[src/rtl/regfile_vec_pkg.sv]
// -----------------------------------------------------------------------------
// regfile_vec_pkg
// Shared definitions for the parametrised vector register file:
//   - clr_state_e  : bulk-clear engine states (IDLE, CLEAR)
//   - DEF_*        : default parameter values for the register file
//   - addr_valid   : true when an address falls inside the vector window
//   - addr_index   : register index for an address inside the window
// Optional feature macro used by the register file: REGFILE_VEC_BYPASS_EN.
// -----------------------------------------------------------------------------
package regfile_vec_pkg;

    typedef enum logic [0:0] {
        IDLE  = 1'b0,
        CLEAR = 1'b1
    } clr_state_e;

    localparam int DEF_NUM_REGS = 16;
    localparam int DEF_LANES    = 4;
    localparam int DEF_LANE_W   = 32;
    localparam int DEF_ADDR_W   = 5;
    localparam int DEF_VEC_BASE = 16;

    function automatic logic addr_valid(input int unsigned addr,
                                        input int unsigned base,
                                        input int unsigned num);
        return (addr >= base) && (addr < (base + num));
    endfunction

    function automatic int unsigned addr_index(input int unsigned addr,
                                               input int unsigned base);
        return addr - base;
    endfunction

endpackage

[src/rtl/regfile_vec_lanes_clear_fsm.sv]
// -----------------------------------------------------------------------------
// regfile_vec_clear_fsm
// Bulk-clear sequencer. Once a request is accepted in IDLE, it walks every
// register index, one per cycle, then returns to IDLE. Requests arriving
// while a clear is running are dropped.
// Ports:
//   clk      in   clock
//   rst      in   synchronous active-low reset (aborts a running clear)
//   clr_req  in   request a bulk clear
//   busy     out  clear in progress (decoded from the state register)
//   clr_en   out  zero register clr_idx at the coming edge
//   clr_idx  out  register index being cleared this cycle
// -----------------------------------------------------------------------------
module regfile_vec_clear_fsm
    import regfile_vec_pkg::*;
#(
    parameter  int NUM_REGS = DEF_NUM_REGS,
    localparam int CNT_W    = $clog2(NUM_REGS)
) (
    input  logic             clk,
    input  logic             rst,
    input  logic             clr_req,
    output logic             busy,
    output logic             clr_en,
    output logic [CNT_W-1:0] clr_idx
);

    localparam logic [CNT_W-1:0] LAST_IDX = CNT_W'(NUM_REGS - 1);

    clr_state_e       state_q, state_d;
    logic [CNT_W-1:0] cnt_q, cnt_d;

    always_ff @(posedge clk) begin
        if (!rst) begin
            state_q <= IDLE;
            cnt_q   <= '0;
        end else begin
            state_q <= state_d;
            cnt_q   <= cnt_d;
        end
    end

    always_comb begin
        state_d = state_q;
        cnt_d   = cnt_q;
        case (state_q)
            IDLE: begin
                if (clr_req) begin
                    state_d = CLEAR;
                    cnt_d   = '0;
                end
            end
            CLEAR: begin
                if (cnt_q == LAST_IDX) begin
                    state_d = IDLE;
                    cnt_d   = '0;
                end else begin
                    cnt_d = cnt_q + CNT_W'(1);
                end
            end
            default: begin
                state_d = IDLE;
                cnt_d   = '0;
            end
        endcase
    end

    assign busy    = (state_q == CLEAR);
    assign clr_en  = (state_q == CLEAR);
    assign clr_idx = cnt_q;

endmodule

[src/rtl/regfile_vec_lanes.sv]
// -----------------------------------------------------------------------------
// regfile_vec_lanes
// Parametrised SIMD vector register file: two combinational read ports, one
// lane-masked write port, and a multi-cycle bulk-clear engine.
// Registers occupy addresses VEC_BASE .. VEC_BASE+NUM_REGS-1; anything else
// reads as zero and ignores writes.
// Ports:
//   clk         in   clock, all state updates on the rising edge
//   rst         in   synchronous active-low reset
//   vwe3        in   write enable
//   vwa3        in   write address
//   vwd3        in   write data, lane i = bits [i*LANE_W +: LANE_W]
//   vwm3        in   per-lane write mask, 1 = lane written
//   vra1, vra2  in   read addresses
//   vrd1, vrd2  out  read data
//   clr_req     in   request bulk clear of all registers
//   busy        out  clear in progress; port writes are dropped while high
// Optional feature: define REGFILE_VEC_BYPASS_EN to forward write-port lanes
// combinationally to a read port addressing the register being written.
// -----------------------------------------------------------------------------
module regfile_vec_lanes
    import regfile_vec_pkg::*;
#(
    parameter  int NUM_REGS = DEF_NUM_REGS,
    parameter  int LANES    = DEF_LANES,
    parameter  int LANE_W   = DEF_LANE_W,
    parameter  int ADDR_W   = DEF_ADDR_W,
    parameter  int VEC_BASE = DEF_VEC_BASE,
    localparam int VW       = LANES * LANE_W,
    localparam int IDX_W    = $clog2(NUM_REGS)
) (
    input  logic              clk,
    input  logic              rst,
    input  logic              vwe3,
    input  logic [ADDR_W-1:0] vwa3,
    input  logic [VW-1:0]     vwd3,
    input  logic [LANES-1:0]  vwm3,
    input  logic [ADDR_W-1:0] vra1,
    input  logic [ADDR_W-1:0] vra2,
    output logic [VW-1:0]     vrd1,
    output logic [VW-1:0]     vrd2,
    input  logic              clr_req,
    output logic              busy
);

    logic [VW-1:0]    regs_q [NUM_REGS];
    logic [VW-1:0]    regs_d [NUM_REGS];
    logic             clr_en;
    logic [IDX_W-1:0] clr_idx;

    logic             wr_valid, rd1_valid, rd2_valid;
    logic [IDX_W-1:0] wr_idx, rd1_idx, rd2_idx;

    regfile_vec_clear_fsm #(
        .NUM_REGS (NUM_REGS)
    ) u_clear_fsm (
        .clk     (clk),
        .rst     (rst),
        .clr_req (clr_req),
        .busy    (busy),
        .clr_en  (clr_en),
        .clr_idx (clr_idx)
    );

    assign wr_valid  = addr_valid(32'(vwa3), VEC_BASE, NUM_REGS);
    assign rd1_valid = addr_valid(32'(vra1), VEC_BASE, NUM_REGS);
    assign rd2_valid = addr_valid(32'(vra2), VEC_BASE, NUM_REGS);
    assign wr_idx    = IDX_W'(addr_index(32'(vwa3), VEC_BASE));
    assign rd1_idx   = IDX_W'(addr_index(32'(vra1), VEC_BASE));
    assign rd2_idx   = IDX_W'(addr_index(32'(vra2), VEC_BASE));

    // clr_en is high exactly while busy, so the clear takes priority and the
    // port write is dropped rather than queued.
    always_comb begin
        regs_d = regs_q;
        if (clr_en) begin
            regs_d[clr_idx] = '0;
        end else if (vwe3 && wr_valid) begin
            for (int i = 0; i < LANES; i++) begin
                if (vwm3[i]) begin
                    regs_d[wr_idx][i*LANE_W +: LANE_W] = vwd3[i*LANE_W +: LANE_W];
                end
            end
        end
    end

    always_ff @(posedge clk) begin
        if (!rst) begin
            for (int r = 0; r < NUM_REGS; r++) begin
                regs_q[r] <= '0;
            end
        end else begin
            regs_q <= regs_d;
        end
    end

`ifdef REGFILE_VEC_BYPASS_EN
    logic fwd_ok, fwd1, fwd2;
    assign fwd_ok = vwe3 && !busy && wr_valid;
    assign fwd1   = fwd_ok && (vra1 == vwa3);
    assign fwd2   = fwd_ok && (vra2 == vwa3);
`endif

    always_comb begin
        vrd1 = rd1_valid ? regs_q[rd1_idx] : '0;
        vrd2 = rd2_valid ? regs_q[rd2_idx] : '0;
`ifdef REGFILE_VEC_BYPASS_EN
        // Only masked lanes are forwarded; the rest still come from storage.
        for (int i = 0; i < LANES; i++) begin
            if (fwd1 && vwm3[i]) vrd1[i*LANE_W +: LANE_W] = vwd3[i*LANE_W +: LANE_W];
            if (fwd2 && vwm3[i]) vrd2[i*LANE_W +: LANE_W] = vwd3[i*LANE_W +: LANE_W];
        end
`endif
    end

endmodule

[config.mk]
export PLATFORM = sky130hd
export DESIGN_NAME = regfile_vec_lanes
export DESIGN_NICKNAME = d
export VERILOG_FILES = /design/src/rtl/regfile_vec_pkg.sv /design/src/rtl/regfile_vec_lanes_clear_fsm.sv /design/src/rtl/regfile_vec_lanes.sv
export SDC_FILE = /design/constraint.sdc
export NUM_CORES = 2
export LEC_CHECK = 0
export CAP_MARGIN = 20
export CORE_MARGIN = 4
export CORE_UTILIZATION = 42
export CTS_BUF_LIST = sky130_fd_sc_hd__clkbuf_4
export DETAILED_ROUTE_END_ITERATION = 8
export DONT_BUFFER_PORTS = 1
export GPL_TIMING_DRIVEN = 1
export PLACE_DENSITY = 0.53
export REMOVE_ABC_BUFFERS = 1
export SKIP_CTS_REPAIR_TIMING = 1
export SLEW_MARGIN = 15
export SYNTH_ARGS = -nofsm -noshare
export SYNTH_HDL_FRONTEND = slang
export SYNTH_SLANG_ARGS = --single-unit
[constraint.sdc]
create_clock -name clk -period 3.2 [get_ports clk]
set_input_delay 0.64 -clock clk [delete_from_list [all_inputs] [get_ports clk]]
set_output_delay 0.64 -clock clk [all_outputs]
set_load 0.1 [all_outputs]
==> impl_metrics.env <==
export IMPL_status="complete, but fails checks"
export IMPL_violations="negative setup slack"
export IMPL_num_nets_final=9878
export IMPL_max_cap_viol_count=0
export IMPL_powerDensity_mw_per_mm2=494
export IMPL_dpl_hpwl_um=215000
export IMPL_synth_top_cells_by_area="dfxtp_1 42%, mux2i_1 19%, o2bb2ai_1 14%"
export IMPL_p_int_w=0.0419
export IMPL_grt_usage=0.332
export IMPL_syn_area_per_cell_um2=10.6
export IMPL_min_period_ps=3470
export IMPL_cts_tree="built"
export IMPL_hold_viol_final=0
export IMPL_ir_drop_mv=0.311
export IMPL_clk_pin_slew_ps=50
export IMPL_grt_overflow_total=0
export IMPL_worst_pin_slew_ps=1160
export IMPL_die_area_mm2=0.239
export IMPL_arrival_ps=2830
export IMPL_ant_nets=0
export IMPL_setup_ws_ps=-268
export IMPL_viasPerCell=6.80
export IMPL_clock_skew_ps=115
export IMPL_start_util=0.422
export IMPL_synthesis_area_mm2=0.0972
export IMPL_io_pins=408
export IMPL_worst_setup_path_start_kind="primary input"
export IMPL_synthFlopType="dfxtp_1"
export IMPL_leakagePower_nw=46.9
export IMPL_clockRootBuffer="clkbuf_4"
export IMPL_drt_pass1_iter_count=6
export IMPL_die_w_um=489
export IMPL_clock_sinks=2053
export IMPL_combPwrFrac=0.167
export IMPL_yosysTopAreaCellShare=0.423
export IMPL_maxSlewHeadroom=0.227
export IMPL_drt_initial_drc_count=10914
export IMPL_ys_warnings_count=0
export IMPL_die_y_um=489
export IMPL_drive_above_1_share=0.323
export IMPL_clockPowerShare=0.409
export IMPL_routedWlPerCell_um=33.6
export IMPL_synth_async_sr_flop_share=0
export IMPL_portBuffers=0
export IMPL_clk_path_buf_depth=4
export IMPL_fin_area_mm2=0.123
export IMPL_path_max_fanout=8
export IMPL_wirelength_um=443000
export IMPL_synth_cell_type_count=43
export IMPL_finish_utilization=0.534
export IMPL_ys_seq_area_frac=0.423
export IMPL_grt_start_max_net_pins=174
export IMPL_gp_congestion=0.824
export IMPL_setup_viol=213
export IMPL_layout_area_overhead_vs_synth_pct=26.4
export IMPL_cp_end_kind="primary output"
export IMPL_yosys_area_top_type="dfxtp_1"
export IMPL_drc=0
export IMPL_grt_pass1_wl_um=597000
export IMPL_antenna_found_initial=26
export IMPL_dp_slack_ps=-2960
export IMPL_coreArea_mm2=0.230
export IMPL_seq_power_share=0.424
export IMPL_rsz0062_at_grt="yes"
export IMPL_worstPathRequired_ps=2560
export IMPL_fmax_ghz=0.288
export IMPL_synth_common_cells="2,053 x dfxtp_1, 1,861 x mux2i_1, 1,567 x o2bb2ai_1"
export IMPL_yosysMostFrequentCell="dfxtp_1"
export IMPL_cts_inserted_buffers=594
export IMPL_grt_pass1_vias=85973
export IMPL_hold_class="in2reg"
export IMPL_syn_inst=9209
export IMPL_clock_latency_ps=1480
export IMPL_synth_edf_count=0
export IMPL_p_sw_frac=0.309
export IMPL_ys_ff_latch=2053
export IMPL_p_sw_w=0.0188
export IMPL_period_share=1.08
export IMPL_maxSlewViolCount=0
export IMPL_dpl_cell_area_mm2=0.108
export IMPL_critPathKind="in2out"
export IMPL_fin_tns_setup_ps=-21700
export IMPL_num_vias=89582
export IMPL_h_tree_depth=6
export IMPL_placementRows=176
per-layer routing:
layer / track usage / up-vias / share of wire
li1: - / 37571 / -
met1: 0.445 / 45004 / 0.42
met2: 0.503 / 5699 / 0.44
met3: 0.0813 / 1296 / 0.10
met4: 0.155 / 12 / 0.046
met5: 0 / - / 0.00050
path summary, 6_finish.rpt:
check / slack, ps / endpoint / cells after the start / startpoint
setup / recovery: -270 / vrd2[10] / 11 / vra2[0]
hold / removal: 70 / regs_q[1909] / 2 / vwd3[117]
setup reg to reg: 240 / regs_q[532] / 5 / u_clear_fsm.clr_idx[2]
hold reg to reg: 460 / regs_q[1054] / 1 / regs_q[1054]
through the flow:
stage / total power, W / hold slack [ps] / cells
after floorplan: 0.0308 / 443 / 8138
after global placement: 0.0353 / 456 / 11801
after detailed placement: 0.0353 / 467 / 11807
after CTS: 0.0599 / -789 / 12797
after global routing: 0.0625 / -2.83 / 13165
final: 0.0607 / 72.2 / 13176
state kept, by name, summed over array words and instances, names as in the netlist:
signal	cells
regs_q	2048
u_clear_fsm.busy	1
u_clear_fsm.clr_idx	4
worst max-delay path, stage by stage:
cell and delay, ps:
buf_16 120, buf_16 160, buf_16 170, buf_16 160, buf_16 160, buf_12 170
buf_16 180, mux4_2 520, o21ai_2 170, o21ai_4 120, buf_12 180
cells in the final DEF (no fill, tap or decap), drive strengths merged, types with 7 or more instances in the layout:
cell type    count
a2bb2o          34
nor2            33
a21oi           63
a32o            12
diode           33
mux4            94
clkbuf         923
inv             19
a22o           435
nand2b           7
buf            753
o21ai          194
dlygate4sd3    174
nand2          602
a22oi          836
o22ai          173
and3            32
and2             8
a221oi          94
dfxtp         2053
clkinv         106
mux2i         1861
bufinv           9
o2bb2ai       1567
cell families (layout without fill, tap and decap cells):
kind of cell | after synthesis | after routing | synth area share
AND/OR/NAND/NOR | 701 | 701 | 0.0303
AO/OA/AOI/OAI | 3419 | 3419 | 0.284
other | 0 | 33 | 0
buffers and inverters | 1077 | 1985 | 0.0490
flip-flops | 2053 | 2053 | 0.423
multiplexers | 1955 | 1955 | 0.213
adder cells (fa/ha/maj) | 4 | 4 | 0.000515
layout make-up:
class | count | area (um^2)
Clock inverter | 129 | 751
Timing Repair Buffer | 989 | 14400
Clock buffer | 861 | 6460
Sequential cell | 2053 | 42200
Inverter | 6 | 28.8
Antenna cell | 33 | 82.6
Multi-Input combinational cell | 6079 | 55200
Fill cell | 20064 | 107000
Tap cell | 3026 | 3790
power groups by stage:
stage | Clock (W) | Sequential, W | Combinational (W)
2_1_floorplan | 0 | 0.0263 | 0.00452
3_3_place_gp | 0 | 0.0263 | 0.00895
3_5_place_dp | 0 | 0.0263 | 0.00896
4_1_cts | 0.0252 | 0.0257 | 0.00897
5_1_grt | 0.0265 | 0.0257 | 0.0103
6_report | 0.0248 | 0.0258 | 0.0101
Note: power is estimated with default switching activity, not from simulation.
